File: src/rtl/dds_pkg.sv
// Shared definitions for the polyphonic DDS voice engine: MIDI status
// constants, playable note range, parser state encodings and the per-note
// phase increment table (A0..C8, ten times the note frequency in Hz).
package dds_pkg;

   localparam logic [7:0] MIDI_NOTE_ON  = 8'h90;
   localparam logic [7:0] MIDI_NOTE_OFF = 8'h80;
   localparam int         NOTE_LO       = 21;
   localparam int         NOTE_HI       = 108;
   localparam int         NOTE_CNT      = NOTE_HI - NOTE_LO + 1;
   localparam int         AGE_W         = 4;

   typedef enum logic [1:0] {PS_IDLE, PS_NOTE, PS_VEL, PS_COMMIT} parse_state_t;
   typedef enum logic [1:0] {RS_NONE, RS_OFF, RS_ON, RS_IGNORE}   run_status_t;

   localparam logic [15:0] NOTE_INC [NOTE_CNT] = '{
      16'd275,   16'd291,   16'd309,
      16'd327,   16'd346,   16'd367,   16'd389,   16'd412,   16'd437,
      16'd462,   16'd490,   16'd519,   16'd550,   16'd583,   16'd617,
      16'd654,   16'd693,   16'd734,   16'd778,   16'd824,   16'd873,
      16'd925,   16'd980,   16'd1038,  16'd1100,  16'd1165,  16'd1235,
      16'd1308,  16'd1386,  16'd1468,  16'd1556,  16'd1648,  16'd1746,
      16'd1850,  16'd1960,  16'd2077,  16'd2200,  16'd2331,  16'd2469,
      16'd2616,  16'd2772,  16'd2937,  16'd3111,  16'd3296,  16'd3492,
      16'd3700,  16'd3920,  16'd4153,  16'd4400,  16'd4662,  16'd4939,
      16'd5233,  16'd5544,  16'd5873,  16'd6223,  16'd6593,  16'd6985,
      16'd7400,  16'd7840,  16'd8306,  16'd8800,  16'd9323,  16'd9878,
      16'd10465, 16'd11087, 16'd11747, 16'd12445, 16'd13185, 16'd13969,
      16'd14800, 16'd15680, 16'd16612, 16'd17600, 16'd18647, 16'd19755,
      16'd20930, 16'd22175, 16'd23493, 16'd24890, 16'd26370, 16'd27938,
      16'd29600, 16'd31360, 16'd33224, 16'd35200, 16'd37293, 16'd39511,
      16'd41860
   };

   // Phase increment for a MIDI note; 0 outside the playable range.
   function automatic logic [15:0] note_inc(input logic [6:0] note);
      int idx;
      idx = int'(note) - NOTE_LO;
      if (idx < 0 || idx >= NOTE_CNT) return '0;
      return NOTE_INC[idx];
   endfunction

endpackage

File: src/rtl/midi_byte_parser.sv
// MIDI byte parser: accepts bytes with a valid/ready handshake, tracks
// running status and emits a one-cycle note command (cmd_valid/cmd_on/
// cmd_note) from the COMMIT state. Out-of-range notes never raise cmd_valid.
module midi_byte_parser
   import dds_pkg::*;
(
   input  logic       clk,
   input  logic       nreset,
   input  logic       midi_valid,
   output logic       midi_ready,
   input  logic [7:0] midi_data,
   output logic       cmd_valid,
   output logic       cmd_on,
   output logic [6:0] cmd_note
);

   parse_state_t state_q, state_d;
   run_status_t  rs_q;
   logic [6:0]   note_q, vel_q;
   logic         accept, is_status, status_note, rs_valid, in_range;

   assign accept      = midi_valid && midi_ready;
   assign is_status   = midi_data[7];
   assign status_note = (midi_data[7:4] == MIDI_NOTE_ON[7:4]) ||
                        (midi_data[7:4] == MIDI_NOTE_OFF[7:4]);
   assign rs_valid    = (rs_q == RS_ON) || (rs_q == RS_OFF);

   // State register.
   // NOTE: sequential state uses non-blocking assignments so every flop samples pre-edge values.
   always_ff @(posedge clk or negedge nreset) begin
      if (!nreset) state_q <= PS_IDLE;
      else         state_q <= state_d;
   end

   // Next-state logic; any status byte restarts the message.
   // NOTE: state_d gets a default first so no path leaves it unassigned (no latch).
   always_comb begin
      state_d = state_q;
      case (state_q)
         PS_IDLE: begin
            if (accept) begin
               if (is_status)     state_d = status_note ? PS_NOTE : PS_IDLE;
               else if (rs_valid) state_d = PS_VEL;
            end
         end
         PS_NOTE: begin
            if (accept) state_d = is_status ? (status_note ? PS_NOTE : PS_IDLE) : PS_VEL;
         end
         PS_VEL: begin
            if (accept) state_d = is_status ? (status_note ? PS_NOTE : PS_IDLE) : PS_COMMIT;
         end
         PS_COMMIT: state_d = PS_IDLE;
         default:   state_d = PS_IDLE;
      endcase
   end

   // Output logic: ready everywhere except the single COMMIT cycle.
   always_comb begin
      in_range   = (note_q >= 7'(NOTE_LO)) && (note_q <= 7'(NOTE_HI));
      midi_ready = (state_q != PS_COMMIT);
      cmd_valid  = (state_q == PS_COMMIT) && in_range;
      cmd_on     = (rs_q == RS_ON) && (vel_q != 7'd0);
      cmd_note   = note_q;
   end

   // Running status and message data capture.
   always_ff @(posedge clk or negedge nreset) begin
      if (!nreset) begin
         rs_q   <= RS_NONE;
         note_q <= '0;
         vel_q  <= '0;
      end else if (accept) begin
         if (is_status) begin
            if (status_note) rs_q <= midi_data[4] ? RS_ON : RS_OFF;
            else             rs_q <= RS_IGNORE;
         end else begin
            if (state_q == PS_NOTE || (state_q == PS_IDLE && rs_valid)) note_q <= midi_data[6:0];
            if (state_q == PS_VEL)                                       vel_q  <= midi_data[6:0];
         end
      end
   end

endmodule

File: src/rtl/poly_dds_voice_engine.sv
// Polyphonic DDS voice engine: voice allocation from parsed MIDI commands,
// per-voice phase accumulators stepped at the sample tick, a time-multiplexed
// wavetable ROM scan and an unsigned mix of all active voices.
// Optional feature macro: VOICE_STEAL_EN (steal the oldest voice when full).
module poly_dds_voice_engine
   import dds_pkg::*;
#(
   parameter int NUM_VOICES = 8,
   parameter int PHASE_W    = 32,
   parameter int ADDR_W     = 10,
   parameter int SAMPLE_W   = 24,
   parameter int OUT_W      = 8,
   parameter int SAMPLE_DIV = 100,
   parameter int ROM_LAT    = 1
)(
   input  logic                  clk,
   input  logic                  nreset,
   input  logic                  midi_valid,
   output logic                  midi_ready,
   input  logic [7:0]            midi_data,
   output logic [ADDR_W-1:0]     rom_addr,
   input  logic [SAMPLE_W-1:0]   rom_q,
   output logic [OUT_W-1:0]      mix_out,
   output logic                  mix_valid,
   output logic [NUM_VOICES-1:0] voice_active,
   output logic                  note_dropped
);

   localparam int VW    = $clog2(NUM_VOICES);
   localparam int ACC_W = SAMPLE_W + VW;
   localparam int DIV_W = $clog2(SAMPLE_DIV);

   logic                cmd_valid, cmd_on;
   logic [6:0]          cmd_note;

   logic [DIV_W-1:0]    div_q;
   logic                tick;

   logic [NUM_VOICES-1:0] active_q, active_d, match_vec;
   logic [6:0]          note_q  [NUM_VOICES];
   logic [6:0]          note_d  [NUM_VOICES];
   logic [PHASE_W-1:0]  inc_q   [NUM_VOICES];
   logic [PHASE_W-1:0]  inc_d   [NUM_VOICES];
   logic [PHASE_W-1:0]  phase_q [NUM_VOICES];
   logic [PHASE_W-1:0]  phase_d [NUM_VOICES];

   logic                match_any, free_any, alloc, load, drop;
   logic [VW-1:0]       match_idx, free_idx, alloc_idx;

`ifdef VOICE_STEAL_EN
   logic [AGE_W-1:0]    age_q [NUM_VOICES];
   logic [AGE_W-1:0]    age_d [NUM_VOICES];
   logic [AGE_W-1:0]    old_age;
   logic [VW-1:0]       old_idx;
`endif

   logic [ADDR_W-1:0]   snap_addr_q [NUM_VOICES];
   logic [NUM_VOICES-1:0] snap_act_q;
   logic                scan_on_q;
   logic [ADDR_W-1:0]   rom_addr_q;
   logic [ACC_W-1:0]    acc_q, contrib, sum;
   logic [VW-1:0]       cap_idx;
   logic [OUT_W-1:0]    mix_out_q;
   logic                mix_valid_q;

   midi_byte_parser u_parser (
      .clk        (clk),
      .nreset     (nreset),
      .midi_valid (midi_valid),
      .midi_ready (midi_ready),
      .midi_data  (midi_data),
      .cmd_valid  (cmd_valid),
      .cmd_on     (cmd_on),
      .cmd_note   (cmd_note)
   );

   assign tick = (div_q == DIV_W'(SAMPLE_DIV - 1));

   // Sample-rate divider; the wrap back to 0 is the sample tick.
   always_ff @(posedge clk or negedge nreset) begin
      if (!nreset) div_q <= '0;
      else         div_q <= tick ? '0 : div_q + DIV_W'(1);
   end

   // Allocation decision for the command in COMMIT (lowest index wins every search).
   always_comb begin
      match_any = 1'b0;
      match_idx = '0;
      free_any  = 1'b0;
      free_idx  = '0;
      match_vec = '0;
      for (int v = NUM_VOICES - 1; v >= 0; v--) begin
         match_vec[v] = active_q[v] && (note_q[v] == cmd_note);
         if (match_vec[v]) begin
            match_any = 1'b1;
            match_idx = VW'(v);
         end
         if (!active_q[v]) begin
            free_any = 1'b1;
            free_idx = VW'(v);
         end
      end
`ifdef VOICE_STEAL_EN
      old_age = age_q[0];
      old_idx = '0;
      for (int v = 1; v < NUM_VOICES; v++) begin
         if (age_q[v] > old_age) begin
            old_age = age_q[v];
            old_idx = VW'(v);
         end
      end
`endif
      alloc     = 1'b0;
      load      = 1'b0;
      drop      = 1'b0;
      alloc_idx = '0;
      if (cmd_valid && cmd_on) begin
         if (match_any) begin
            alloc     = 1'b1;
            alloc_idx = match_idx;
         end else if (free_any) begin
            alloc     = 1'b1;
            load      = 1'b1;
            alloc_idx = free_idx;
         end else begin
`ifdef VOICE_STEAL_EN
            alloc     = 1'b1;
            load      = 1'b1;
            alloc_idx = old_idx;
`else
            drop      = 1'b1;
`endif
         end
      end
   end

   // Voice table next state: tick stepping first, then COMMIT overrides.
   always_comb begin
      for (int v = 0; v < NUM_VOICES; v++) begin
         active_d[v] = active_q[v];
         note_d[v]   = note_q[v];
         inc_d[v]    = inc_q[v];
         phase_d[v]  = phase_q[v];
         if (tick) phase_d[v] = active_q[v] ? phase_q[v] + inc_q[v] : '0;
         if (cmd_valid && !cmd_on && match_vec[v]) active_d[v] = 1'b0;
         if (alloc && alloc_idx == VW'(v)) begin
            active_d[v] = 1'b1;
            phase_d[v]  = '0;
            if (load) begin
               note_d[v] = cmd_note;
               inc_d[v]  = PHASE_W'(note_inc(cmd_note));
            end
         end
`ifdef VOICE_STEAL_EN
         age_d[v] = age_q[v];
         if (alloc) begin
            if (alloc_idx == VW'(v))                  age_d[v] = '0;
            else if (active_q[v] && age_q[v] != '1)   age_d[v] = age_q[v] + AGE_W'(1);
         end
`endif
      end
   end

   // Voice table registers.
   // NOTE: the voice table is a few flops, not a RAM, so it is reset explicitly to a known empty state.
   always_ff @(posedge clk or negedge nreset) begin
      if (!nreset) begin
         active_q <= '0;
         for (int v = 0; v < NUM_VOICES; v++) begin
            note_q[v]  <= '0;
            inc_q[v]   <= '0;
            phase_q[v] <= '0;
         end
      end else begin
         active_q <= active_d;
         for (int v = 0; v < NUM_VOICES; v++) begin
            note_q[v]  <= note_d[v];
            inc_q[v]   <= inc_d[v];
            phase_q[v] <= phase_d[v];
         end
      end
   end

`ifdef VOICE_STEAL_EN
   // Voice ages used to pick the steal victim.
   always_ff @(posedge clk or negedge nreset) begin
      if (!nreset) begin
         for (int v = 0; v < NUM_VOICES; v++) age_q[v] <= '0;
      end else begin
         for (int v = 0; v < NUM_VOICES; v++) age_q[v] <= age_d[v];
      end
   end
`endif

   // Mix datapath: ROM word of the voice captured this cycle, added to the running sum.
   always_comb begin
      cap_idx = VW'(int'(div_q) - ROM_LAT);
      contrib = snap_act_q[cap_idx] ? ACC_W'(rom_q) : '0;
      sum     = ((int'(div_q) == ROM_LAT) ? '0 : acc_q) + contrib;
   end

   // Scan sequencer: snapshot at tick, drive one ROM address per cycle, accumulate, publish.
   always_ff @(posedge clk or negedge nreset) begin
      if (!nreset) begin
         scan_on_q   <= 1'b0;
         snap_act_q  <= '0;
         for (int v = 0; v < NUM_VOICES; v++) snap_addr_q[v] <= '0;
         rom_addr_q  <= '0;
         acc_q       <= '0;
         mix_out_q   <= '0;
         mix_valid_q <= 1'b0;
      end else begin
         mix_valid_q <= 1'b0;
         if (tick) begin
            scan_on_q  <= 1'b1;
            snap_act_q <= active_d;
            for (int v = 0; v < NUM_VOICES; v++) snap_addr_q[v] <= phase_d[v][PHASE_W-1 -: ADDR_W];
            rom_addr_q <= phase_d[0][PHASE_W-1 -: ADDR_W];
         end else if (scan_on_q) begin
            if (int'(div_q) < NUM_VOICES - 1) rom_addr_q <= snap_addr_q[VW'(int'(div_q) + 1)];
            if (int'(div_q) >= ROM_LAT && int'(div_q) < NUM_VOICES + ROM_LAT) begin
               acc_q <= sum;
               if (int'(div_q) == NUM_VOICES + ROM_LAT - 1) begin
                  mix_out_q   <= OUT_W'(sum >> (ACC_W - OUT_W));
                  mix_valid_q <= 1'b1;
                  scan_on_q   <= 1'b0;
               end
            end
         end
      end
   end

   assign rom_addr     = rom_addr_q;
   assign mix_out      = mix_out_q;
   assign mix_valid    = mix_valid_q;
   assign voice_active = active_q;
   assign note_dropped = drop;

endmodule

File: config.mk
export PLATFORM = sky130hd
export DESIGN_NAME = poly_dds_voice_engine
export DESIGN_NICKNAME = d
export VERILOG_FILES = /design/src/rtl/dds_pkg.sv /design/src/rtl/midi_byte_parser.sv /design/src/rtl/poly_dds_voice_engine.sv
export SDC_FILE = /design/constraint.sdc
export NUM_CORES = 2
export LEC_CHECK = 0
export ABC_CLOCK_PERIOD_IN_PS = 9550
export CORE_ASPECT_RATIO = 1.5
export CORE_MARGIN = 3
export CORE_UTILIZATION = 25
export CTS_CLUSTER_DIAMETER = 50
export DETAILED_ROUTE_END_ITERATION = 8
export PLACE_DENSITY = 0.38
export SLEW_MARGIN = 10
export SYNTH_ARGS = -nofsm -noshare
export SYNTH_HDL_FRONTEND = slang
export SYNTH_SLANG_ARGS = --single-unit
File: constraint.sdc
create_clock -name clk -period 9.55 [get_ports clk]
set_input_delay 2.865 -clock clk [delete_from_list [all_inputs] [get_ports clk]]
set_output_delay 2.865 -clock clk [all_outputs]
set_load 0.05 [all_outputs]
Word level (Yosys, flattened, before mapping)

Memories as Yosys holds them, arrays and structs flattened.
Cells that the tools add are included.

Eq/ne operators: 30
Reductions and logical operators: 65
Mux-type cells: 134
$add $sub $neg: 13
Bitwise operators: 4
$lt $le $gt $ge: 10

Operators with widths:

| operator              | count |
|---|---|
| $mux W32              | 24 |
| $add A32 B16 Y32      | 8 |
| $mux W16              | 11 |
| $mux W1               | 60 |
| $mux W3               | 19 |
| $eq A7 B7 Y1          | 8 |
| $mux W10              | 5 |
| $ge A32 B8 Y1 const B | 1 |
| $logic_and A1 B1 Y1   | 32 |
| $not A32 Y32          | 1 |
| $bmux W10 S3          | 1 |
| $add A27 B24 Y27      | 1 |
| $mux W27              | 1 |
| $mux W24              | 1 |
| $reduce_and A2 Y1     | 10 |
| $reduce_bool A2 Y1    | 10 |
| $mux W2               | 9 |
| $eq A3 B3 Y1 const B  | 4 |
| $reduce_and A3 Y1     | 3 |
| $eq A4 B4 Y1 const B  | 2 |
| $ge A8 B8 Y1 const B  | 1 |
| $lt A8 B1 Y1 const B  | 1 |
| $pmux W2 S4           | 1 |
| $reduce_and A4 Y1     | 2 |
| other kinds (30)      | 40 |

Input port bits: 35
Flip-flop bits (word level): 608
Output and inout port bits: 29
Memories: 1
Logic and storage cells: 309
ROM bits: 2048

Memory list:

| name            | words | bits a word | rd ports | clocked after Yosys merged registers in | write ports | RTL line      | RTL |
|---|---|---|---|---|---|---|---|
| (no name shown) | 128   | 16          | 1        | 0                                       | 0           | dds_pkg.sv:40 | `return NOTE_INC[idx];` |

Logic depth before layout (Yosys ltp)

Depth after elaboration: 16
Depth in mapped cells: 18
Gate-level depth less buffers: 16

Cells and area by module

From an unflattened synthesis, not the netlist that was laid out.

Cells, all modules: 3539
Area, all modules: 35083.6 um^2

Modules (own cells, without submodules):

| module                | sequential area each (um^2) | cells each | area each (um^2) | instances |
|---|---|---|---|---|
| poly_dds_voice_engine | 14764.2                     | 3474       | 34231.6          | 1 |
| midi_byte_parser      | 450.4                       | 65         | 852.1            | 1 |

Worst setup path before layout

OpenSTA, ideal clock, no wires.

Kind: register to output
Start point: register u_parser.note_q[1] (netlist: u_parser.cmd_note[1])
End point: output port note_dropped
Path slack: 3.135 ns
Data required time: 6.685 ns
Data arrival time: 3.550 ns
Path buffers: 3
Cell stages (with the launch flop): 12
Cell sequence: dfrtp_1 -> buf_4 -> buf_2 -> inv_1 -> ha_1 -> clkbuf_1 -> nand2b_1 -> a21oi_1 -> o211ai_1 -> and3_1 -> nand2_1 -> nor4_1

Longest elaborated chain between the ends: 12
Elaborated cells between the ends (all ways): 31
Those cells by class: order compare: 2; eq/ne: 8; mux: 10; reduce/logical: 11

Ends and longest elaborated chain:

| element                | RTL line                     | RTL |
|---|---|---|
| start, declared        | midi_byte_parser.sv:19       | `logic [6:0] note_q, vel_q;` |
| start signal, assigned | midi_byte_parser.sv:77       | `if (state_q == PS_NOTE \|\| (state_q == PS_IDLE && rs_valid)) note_q <= midi_data[6:0];` |
| $eq A7 B7 Y1           | poly_dds_voice_engine.sv:93  | `match_vec[v] = active_q[v] && (note_q[v] == cmd_note);` |
| $logic_and A1 B1 Y1    | poly_dds_voice_engine.sv:93  |  |
| $mux W1 (8 in series)  | poly_dds_voice_engine.sv:94  | `if (match_vec[v]) begin` |
| $mux W1                | poly_dds_voice_engine.sv:118 | `if (match_any) begin` |
| $mux W1 (*)            | poly_dds_voice_engine.sv:117 | `if (cmd_valid && cmd_on) begin` |
| end, declared          | poly_dds_voice_engine.sv:26  | `output logic note_dropped` |

Every way passes the cells marked *; elsewhere a longest branch is shown, timed or not.

Worst setup path after layout

Start point: register u_parser.note_q[0] (netlist: u_parser.cmd_note[0])
End point: output port note_dropped

Same word-level chain as after synthesis.

==> flow_summary_export.csv <==
group,metric,value,unit
floorplanning,initial_core_util,25.2,%
pwr,total_power,9.36,mW
sta,skew,0.0334,ns
sta,rsz0062_at_grt,"false",
final_layout,area_growth,15.8,%
synth,synthFlopType,"dfrtp_1",
synth,synthesis.nets,3723,
worst_setup_path,cpLargestDelayFamily,"buffers and inverters",
floorplanning,core_area,0.138,mm²
synth,syn-cell-area,0.0348,mm²
route,ant_nets,0,
place,place_congestion,0.775,
route,drt_iter0_markers,1416,
clock_tree,post_cts_resized,0,
sta,setup_viol,0,
final_layout,fin_util,29.2,%
clock_tree,cts_buffers,79,
synth,ys_seq_area_share,43.7,%
worst_setup_path,path_cells,"buf_4 > ha_1 > nand2b_1 > a21oi_1 > o211ai_1 > and3_1 > nand2_1 > nor4_1 > clkdlybuf4s50_1",
worst_setup_path,worstPathRequired,6.69,ns
worst_setup_path,startpoint_type,"register",
global_route,grt.overflow.total,0,
sta,hold_violations,0,
floorplanning,num_rows,167,
clock_tree,post-cts-setup-buffers,0,
min_path,whs_path_depth,2,
worst_setup_path,r2r_start,"div_q[0]",
route,vias_per_cell,4.75,
min_path,hold_path.class,"register to register",
final_layout,drive_gt1_share,13.5,%
sta,fmax,135,MHz
clock_tree,worstSkewPairLatency,0.68,ns
worst_setup_path,crit_slowest_cell,"clkdlybuf4s50_1",
synth,synth_edf_count,0,
route,highest_layer,"met4",
min_path,hold_start,"acc_q[18]",
run,maxCapViolations,0,
sta,worst_pin_slew,1.12,ns
global_route,grt_pass1_wl,166,mm
worst_setup_path,path_max_fanout,28,
global_route,track_usage,14.8,%
global_route,antenna_found_initial,7,
synth,ys_ff_latch,608,
route,wl_met1,45.5,mm
synth,ys_warn_count,0,
worst_setup_path,r2r_cells,17,
worst_setup_path,path_class,"register to output port",
worst_setup_path,end_kind,"output port",
synth,synth.distinct_cells,98,
final_layout,fillCellCount,14600,
clock_tree,clockBufferDepth,3,
clock_tree,clkTransAtPathRegs,0.06,ns
sta,post-route-period-util,77.4,%
worst_setup_path,cp.arrival,4.52,ns
clock_tree,root_buffer,"clkbuf_16",
global_route,grt_start_max_net_pins,142,
floorplanning,io-pin-count,64,
synth,avgSynthCellArea,9.90,µm²
clock_tree,cts_hold_buf,0,
sta,slew-limit-headroom,25.1,%
min_path,holdPathEnd,"acc_q[18]",
route,wl_met2,54.7,mm
final_layout,final_nets,3764,
floorplanning,die_h,463,µm
clock_tree,cts_num_sinks,608,
place,io_buffers,63,
final_layout,finalInstanceArea,0.0403,mm²
route,met3_length,3.18,mm
synth,async_flop_share,100,%
sta,post-route-min-period,7.39,ns
worst_setup_path,max_stage_delay,0.95,ns
route,totalWireLength,106,mm
global_route,grt_pass1_vias,27200,
clock_tree,cts_tree,"done",
worst_setup_path,r2r_slack,3.14,ns
route,drc,0,
sta,tns,0,ns
route,routedWlPerCell,19.4,µm
worst_setup_path,timing.rr.end,"acc_q[26]",
floorplanning,die_x,311,µm
place,dpl.hpwl,73.6,mm
pwr,power.leakage,18.5,nW
pwr,p_per_area,232,mW/mm²
floorplanning,dieArea,0.144,mm²
route,via_count,26000,
sta,final_max_slew_viol_count,0,
place,placed_area,0.0375,mm²
synth,syn_inst,3512,
worst_setup_path,worst-path-buf-inv,2,
outcome,status,"completed",
pwr,ir_drop,0.000187,V
clock_tree,htreeDepth,3,
route,drtPass1Iterations,7,
state kept, by name (all words and copies together) (netlist names), 8 cells and up:
register	cells
acc_q	27
inc_q	128
mix_out	8
note_q	56
phase_q	256
rom_addr	10
snap_act_q	8
snap_addr_q	80
voice_active	8
cells in the mapped netlist, types with 11 or more instances:
cell type | number | area share, %
nand3_1 | 98 | 1.4
nor2b_1 | 39 | 0.70
buf_4 | 11 | 0.24
o22ai_1 | 17 | 0.31
or3_1 | 23 | 0.41
a211oi_1 | 38 | 0.82
mux2_2 | 200 | 6.5
nor2_1 | 288 | 3.1
a22oi_1 | 13 | 0.28
or2_2 | 18 | 0.32
nand4_1 | 42 | 0.76
o21ai_0 | 291 | 4.2
inv_1 | 65 | 0.70
o31ai_1 | 20 | 0.43
clkbuf_1 | 92 | 0.99
ha_1 | 167 | 6.0
nand2b_1 | 21 | 0.38
mux4_2 | 24 | 1.6
xor2_1 | 104 | 2.6
dfrtp_1 | 608 | 44
nor4_1 | 16 | 0.29
o211ai_1 | 29 | 0.63
a31oi_1 | 36 | 0.65
a21o_1 | 72 | 1.6
o21a_1 | 31 | 0.67
o21bai_1 | 18 | 0.39
and2_1 | 46 | 0.83
xnor2_1 | 185 | 4.7
and3_1 | 42 | 0.76
a21oi_1 | 162 | 2.3
a22o_1 | 52 | 1.3
buf_2 | 37 | 0.53
nor3_1 | 52 | 0.75
nand2_1 | 378 | 4.1
worst min-delay path, cell delays in order, from the launching register on:
cell     delay, ns
dfrtp_1       0.34
nand2_1       0.04
o21ai_0       0.05
metal layers:
metal | vias to the layer above | global-route usage, %
met5 | - | 0
met2 | 363 | 27.0
met1 | 12900 | 17.9
li1 | 12700 | -
met4 | 0 | 4.57
met3 | 130 | 2.15
worst max-delay path by stage:
stage                         start  depth (start not counted)      endpoint
2_1_floorplan  u_parser.cmd_note[1]                         11  note_dropped
3_3_place_gp               rom_q[0]                         13     acc_q[26]
3_5_place_dp               rom_q[0]                         13     acc_q[26]
4_1_cts        u_parser.cmd_note[4]                          7  note_dropped
5_1_grt        u_parser.cmd_note[0]                          9  note_dropped
6_report       u_parser.cmd_note[0]                          9  note_dropped
cell families (layout without fill, tap and decap cells):
family,Yosys count,after routing,share of synthesized area (%)
flip-flops,608,608,43.7
other,0,1,0
AO/OA/AOI/OAI,867,867,16.0
XOR/XNOR,289,289,7.28
buffers and inverters,232,337,3.10
adder cells (fa/ha/maj),177,177,6.56
AND/OR/NAND/NOR,1105,1105,14.9
multiplexers,234,234,8.42
area by class of cell:
cell class                      count  area, µm²  share of cell area (%)
Inverter                           67        251                   0.624
Antenna cell                        1       2.50                 0.00621
Tap cell                         1859       2330                    5.77
Timing Repair Buffer              125       1150                    2.86
Clock inverter                     45        582                    1.44
Sequential cell                   608      15200                    37.8
Multi-Input combinational cell   2672      18600                    46.1
Clock buffer                      100       2190                    5.43
metrics by stage:
| step | hold slack [ns] | cells | setup slack (ns) |
|---|---|---|---|
| after floorplan | 0.440 | 3512 | 3.14 |
| after global placement | 0.456 | 5331 | 2.72 |
| after detailed placement | 0.463 | 5331 | 2.73 |
| after CTS | 0.475 | 5476 | 2.16 |
| after global routing | 0.494 | 5477 | 1.99 |
| final | 0.471 | 5477 | 2.16 |
power breakdown:
group / switching, mW / internal (mW)
clock network: 1.27 / 1.89
registers: 0.120 / 2.64
logic: 2.49 / 0.944
total: 3.88 / 5.47
cells in the final DEF (no fill, tap or decap), types with 72 or more instances in the layout:
cell type    n
xnor2_1    183
ha_1       167
dfrtp_1    607
o21ai_0    289
nand3_1     98
a21o_1      72
xor2_1     104
nor2_1     287
clkbuf_16   80
mux2_2     200
a21oi_1    161
nand2_1    378
Note: power is estimated with default switching activity, not from simulation.
